--- config.mk ---
export PLATFORM = sky130hd
export DESIGN_NAME = stream_inst_sync_sink
export DESIGN_NICKNAME = d
export VERILOG_FILES = /design/src/rtl/stream_inst_sync_sink.sv
export SDC_FILE = /design/constraint.sdc
export NUM_CORES = 1
export LEC_CHECK = 0
export BUFFER_PORTS_ARGS = -buffer_cell sky130_fd_sc_hd__buf_4
export CAP_MARGIN = 25
export CELL_PAD_IN_SITES_DETAIL_PLACEMENT = 1
export CELL_PAD_IN_SITES_GLOBAL_PLACEMENT = 1
export CORE_UTILIZATION = 50
export CTS_BUF_LIST = sky130_fd_sc_hd__clkbuf_4 sky130_fd_sc_hd__clkbuf_8 sky130_fd_sc_hd__clkbuf_16
export DETAILED_ROUTE_END_ITERATION = 8
export GPL_ROUTABILITY_DRIVEN = 1
export GPL_TIMING_DRIVEN = 0
export PLACE_DENSITY = 0.88
export SETUP_SLACK_MARGIN = 0.02
export SLEW_MARGIN = 5
export SYNTH_ARGS = -nofsm -noshare
export SYNTH_HDL_FRONTEND = slang
export SYNTH_SLANG_ARGS = --single-unit
--- constraint.sdc ---
create_clock -name clk -period 14 [get_ports clk]
set_input_delay 1.4 -clock clk [delete_from_list [all_inputs] [get_ports clk]]
set_output_delay 1.4 -clock clk [all_outputs]
set_load 0.02 [all_outputs]
--- src/rtl/stream_inst_sync_sink.sv ---
//==============================================================================
// Module   : stream_inst_sync_sink
// Brief    : Synchronises an asynchronous drive/free instruction stream into clk
//            and buffers the words in a first-word fall-through FIFO.
//            Optional macro STREAM_SYNC_3FF_EN adds a third synchroniser flop.
// Revision : 1.0 - initial release
//==============================================================================
`default_nettype none

module stream_inst_sync_sink #(
   parameter int DATA_WIDTH        = 128,
   parameter int DEPTH             = 4,
   parameter int FREE_PULSE_CYCLES = 2
) (
   input  logic                         clk,
   input  logic                         rst,
   input  logic                         i_drive,
   output logic                         o_free,
   input  logic [DATA_WIDTH-1:0]        i_data,
   output logic                         o_valid,
   input  logic                         i_ready,
   output logic [DATA_WIDTH-1:0]        o_data,
   output logic [$clog2(DEPTH+1)-1:0]   o_count,
   output logic                         o_full,
   output logic                         o_overrun
);

   localparam int c_aw = $clog2(DEPTH);
   localparam int c_cw = $clog2(DEPTH + 1);
   localparam int c_fw = (FREE_PULSE_CYCLES > 1) ? $clog2(FREE_PULSE_CYCLES) : 1;

   localparam logic [c_cw-1:0] c_depth     = c_cw'(DEPTH);
   localparam logic [c_fw-1:0] c_free_load = c_fw'(FREE_PULSE_CYCLES - 1);

   typedef enum logic [1:0] {
      ST_IDLE = 2'd0,
      ST_PEND = 2'd1,
      ST_FREE = 2'd2
   } state_t;

   // ---------------------------------------------------------------------------
   // Drive-event synchroniser
   // ---------------------------------------------------------------------------
   logic w_sync_in;
   logic r_s1;
   logic r_s2;
   logic r_s3;
   logic w_evt;

`ifdef STREAM_SYNC_3FF_EN
   logic r_s0;

   always_ff @(posedge clk) begin
      if (rst) begin
         r_s0 <= 1'b0;
      end else begin
         r_s0 <= i_drive;
      end
   end

   assign w_sync_in = r_s0;
`else
   assign w_sync_in = i_drive;
`endif

   always_ff @(posedge clk) begin
      if (rst) begin
         r_s1 <= 1'b0;
         r_s2 <= 1'b0;
         r_s3 <= 1'b0;
      end else begin
         r_s1 <= w_sync_in;
         r_s2 <= r_s1;
         r_s3 <= r_s2;
      end
   end

   assign w_evt = r_s2 & ~r_s3;

   // ---------------------------------------------------------------------------
   // FIFO status and handshake
   // ---------------------------------------------------------------------------
   logic [DATA_WIDTH-1:0] r_mem [DEPTH];
   logic [c_aw-1:0]       r_wr_ptr;
   logic [c_aw-1:0]       r_rd_ptr;
   logic [c_cw-1:0]       r_count;
   logic                  w_full;
   logic                  w_pop;
   logic                  w_wr;
   logic                  w_space;

   state_t                r_state;
   logic [c_fw-1:0]       r_free_cnt;
   logic                  r_free;
   logic                  r_overrun;

   assign w_full  = (r_count == c_depth);
   assign o_valid = (r_count != '0);
   assign w_pop   = o_valid & i_ready;
   // A pop on the same edge frees a slot for a word waiting in PEND.
   assign w_space = ~w_full | w_pop;
   assign w_wr    = ((r_state == ST_IDLE) & w_evt & ~w_full) |
                    ((r_state == ST_PEND) & w_space);

   // ---------------------------------------------------------------------------
   // Capture FSM with registered free pulse
   // ---------------------------------------------------------------------------
   always_ff @(posedge clk) begin
      if (rst) begin
         r_state    <= ST_IDLE;
         r_free     <= 1'b0;
         r_free_cnt <= '0;
         r_overrun  <= 1'b0;
      end else begin
         if (w_evt && (r_state != ST_IDLE)) begin
            r_overrun <= 1'b1;
         end
         case (r_state)
            ST_IDLE: begin
               if (w_evt) begin
                  if (w_wr) begin
                     r_state    <= ST_FREE;
                     r_free     <= 1'b1;
                     r_free_cnt <= c_free_load;
                  end else begin
                     r_state <= ST_PEND;
                  end
               end
            end
            ST_PEND: begin
               if (w_wr) begin
                  r_state    <= ST_FREE;
                  r_free     <= 1'b1;
                  r_free_cnt <= c_free_load;
               end
            end
            ST_FREE: begin
               if (r_free_cnt == '0) begin
                  r_state <= ST_IDLE;
                  r_free  <= 1'b0;
               end else begin
                  r_free_cnt <= r_free_cnt - c_fw'(1);
               end
            end
            default: begin
               r_state <= ST_IDLE;
               r_free  <= 1'b0;
            end
         endcase
      end
   end

   // ---------------------------------------------------------------------------
   // FIFO storage, pointers and occupancy
   // ---------------------------------------------------------------------------
   always_ff @(posedge clk) begin
      if (w_wr) begin
         r_mem[r_wr_ptr] <= i_data;
      end
   end

   always_ff @(posedge clk) begin
      if (rst) begin
         r_wr_ptr <= '0;
         r_rd_ptr <= '0;
         r_count  <= '0;
      end else begin
         if (w_wr) begin
            r_wr_ptr <= r_wr_ptr + c_aw'(1);
         end
         if (w_pop) begin
            r_rd_ptr <= r_rd_ptr + c_aw'(1);
         end
         case ({w_wr, w_pop})
            2'b10:   r_count <= r_count + c_cw'(1);
            2'b01:   r_count <= r_count - c_cw'(1);
            default: r_count <= r_count;
         endcase
      end
   end

   assign o_data    = o_valid ? r_mem[r_rd_ptr] : '0;
   assign o_count   = r_count;
   assign o_full    = w_full;
   assign o_free    = r_free;
   assign o_overrun = r_overrun;

endmodule

`default_nettype wire

==> out/results.txt <==
The flow ran to the end, and the final reports show no timing, DRC or antenna violations. Pin count of the biggest net entering global routing: 52. At the pin with the least slew margin, the transition time is 0.837 ns.

The detailed router finished its first iteration with 542 violations. In the final routed layout, each cell accounts on average for 25.7 µm. Leaving out fill and tap cells, the most frequent cell in the layout is edfxtp_1. Number of rows in the core area: 72.

Clock tree synthesis inserted a total of 52 buffers. After detailed routing, the number of remaining DRC violations is 0. After detailed routing, the total wire length is 45.8 mm. Once layout is complete, the cells apart from fillers number 1781. In this run the power density over the cells is 169 mW/mm². Using the TritonRoute via totals, the vias-per-cell ratio works out to 5.52.

Clock tree synthesis found a total of 529 sinks. Counting both buffers and inverters, the worst setup path holds a total of 4. The post-synthesis xor/xnor area fraction is 0.175%. The clock passes through at most 3 buffers.

The number of gates resized after CTS is 0, and the die height is 202 µm. After synthesis, the largest family of logic cells by area is multiplexers. The synthesized design contains 512 enable-type register cells. The logs give 0.134 mV for the worst supply voltage drop on vdd and 0 ns for the accumulated negative setup slack. The total count of hold-check failures in the final report is 0.

The critical path goes through or3_1, clkbuf_1, buf_8, clkbuf_1, and2_1, buf_4. The post-synthesis area per instance works out to 22.4 µm². The via count of the first global-routing pass was 11027.

The logs give 3 for the initial antenna violation count and 0.0409 mm² for the die area. The wire-length estimate of the detail-placed layout is 29.9 mm. The logs give 68.4 mm for the global-route wire length before repair and 0 for the max-capacitance violation count. The layer flagged by global routing as most heavily used is met2. The die is 202 µm wide. Setup violations remaining at the end of the flow were counted as 0. The cell type with the highest occurrence count on the critical path is clkbuf_1. On the worst path, the slowest cell contributes a delay of 0.60 ns. For the final count of pins violating max slew, the log shows 0. Global routing consumed, on the met3 layer, 5.53% of the routing resources. Setup repair after global routing left no endpoint under its margin. Endpoint kind of the worst setup timing path: a primary output. The synthesized netlist contains 31 unique library cells.

The H-tree was split into 2 levels. First-pass iteration count of the detailed router: 4. The required time of the worst setup path is 12.60 ns. In this run the post-CTS setup repair buffer count came out at 0.

The clock transition at the register clock pins on the worst setup and hold paths after CTS is 0.06 ns, and the final clock period utilization by the worst path is 32.5%. The fraction of synthesis flops using an asynchronous set or reset pin was 0%. After synthesis the cells add up to 0.0200 mm².

TritonCTS built the clock tree. Sequential elements use 78.5% of the synthesized area. The final critical delay including setup and external delays came out at 4.55 ns. For this run the aggregate overflow at the end of global routing stands at 0. After the last flow step, the layout net total stands at 1359. The kind of critical path was reg -> out. Once detail routing completed, the nets flagged for antenna violations numbered 0.

The tools report the met1 global-route usage as 28.2%. After clock tree synthesis, the flow added hold-fix buffers numbering 0. Across the routed clock network, the largest skew measured is 0.0151 ns. The adder and majority cell fraction of the synthesized area came out at 0.412%. The analysis attributes to cell leakage a power of 8.37 nW. Global routing consumed, on the met2 layer, 40.2% of the routing resources. The tools report the initial core utilization as 51.2%. Measured against the total synthesized area, the mux share comes to 14.6%. The number of warning messages in the yosys log is 0, and the total routing usage reported by global routing is 22.9%. Headroom to the max-slew limit came out at 44.2%. In the layout the commonest cells are edfxtp_1 (512), buf_4 (268), mux4_2 (128), and2_1 (128), clkbuf_16 (53).

For the worst-skew pair, the clock arrives at the later sink with an insertion delay of 0.58 ns. The worst setup path is launched from a flip-flop. Family of cells with the greatest summed delay on the critical path: buffers and inverters.

The area fraction in compound gates after synthesis was 0.381%; the total number of vias was 9836. Signed area change from the synthesized netlist to the final layout: 22.7%. The placer congestion estimate is 0.720. The number of nets in the synthesized netlist is 1031. The synthesized design contains 529 register bits. After floorplanning, the core was sized to cover 0.0391 mm². Of the cells placed in the final design, the portion with a size suffix greater than 1 is 40.3%. The run gives 3.15 ns as the data arrival time at the worst-slack endpoint. After detailed placement, the design holds a cell count of 1685.

Input and output buffers added on the ports amount to 265. The count of mapped cells out of synthesis was 893. In the synthesized netlist the dominant register cell turns out to be edfxtp_1. Master of the slowest instance on the critical path: clkbuf_1.

The basic-gate share of the synthesized area counting and, or, nand and nor cells works out to 4.86%. Root cell of the clock tree: clkbuf_16. For this run, the top clock speed supported by timing is 220 MHz. The worst min-delay path class was reg -> reg. In this run the worst path has a maximum fanout of 10. During I/O placement, the number of pins put on the boundary was 267.
-- worst paths after layout --
path,endpoint,startpoint,slack [ns],cells after the start
hold reg to reg,r_s2,r_s1,0.46,1
setup / recovery,o_data[20],o_count[0],9.45,6
setup reg to reg,r_mem[3][43],o_count[0],11.25,4
hold / removal,r_s2,r_s1,0.46,1
-- cells by family (layout without fill, tap and decap cells) --
kind of cell | after synthesis | after routing
adder cells (fa/ha/maj) | 6 | 6
AND/OR/NAND/NOR | 159 | 159
multiplexers | 131 | 131
flip-flops | 529 | 529
AO/OA/AOI/OAI | 11 | 11
buffers and inverters | 53 | 422
other | 0 | 1
XOR/XNOR | 4 | 4
-- state kept, by name, summed over array words and instances, names as in the netlist, named ones only --
register / cells
r_mem: 512
o_count: 3
r_rd_ptr: 2
r_state: 2
r_wr_ptr: 2
o_free: 1
o_overrun: 1
r_free_cnt: 1
r_s1: 1
r_s2: 1
r_s3: 1
-- cell type report --
type	count	area, µm²
clock inverter	37	304
fill	3282	14500
buffer	44	194
antenna	1	2.50
tap	518	648
timing repair buffer	274	2220
sequential	529	15700
inverter	9	33.8
multi-input combinational	311	4100
clock buffer	58	1360
-- power breakdown --
part           internal (mW)  total, mW  switching (mW)  leakage (nW)
Sequential              1.76       1.78          0.0134          4.76
Clock                  0.791       1.36           0.571         0.828
Combinational          0.452       1.01           0.561          2.78
-- per-layer routing --
metal  routed length [µm]  vias to the layer above
met2                24200                      298
met4                  945                        2
met1                17600                     5192
met5                   18                        -
met3                 3010                       63
li1                     -                     4281
-- metrics by stage --
stage	setup slack (ns)	cell area, µm²	power, mW	hold WS, ns	util, %
2_1_floorplan	8.85	20000	2.40	0.414	-
3_3_place_gp	6.13	22700	2.80	0.419	58.0
3_5_place_dp	10.05	22900	2.83	0.438	58.6
4_1_cts	9.34	24600	4.20	0.463	62.8
5_1_grt	9.29	24600	4.29	0.496	62.9
6_report	9.45	24600	4.15	0.458	62.9
-- cells in the mapped netlist (2+ instances only) --
master    count  share of area [%]
nor2b_1       5               0.16
mux4_2      128                 14
ha_1          5               0.31
buf_2        14               0.35
mux2i_1       2               0.10
xor2_1        4               0.17
dfxtp_1      17                1.7
edfxtp_1    512                 77
clkbuf_1     18               0.34
buf_4         3               0.11
buf_1         9               0.17
nor2_1       11               0.21
a21oi_1       4               0.10
o21ai_0       2              0.050
and2_1      132                4.1
or3_1         2              0.062
inv_1         8               0.15
nand2b_1      4               0.12
(Power assumes the default switching activity.)
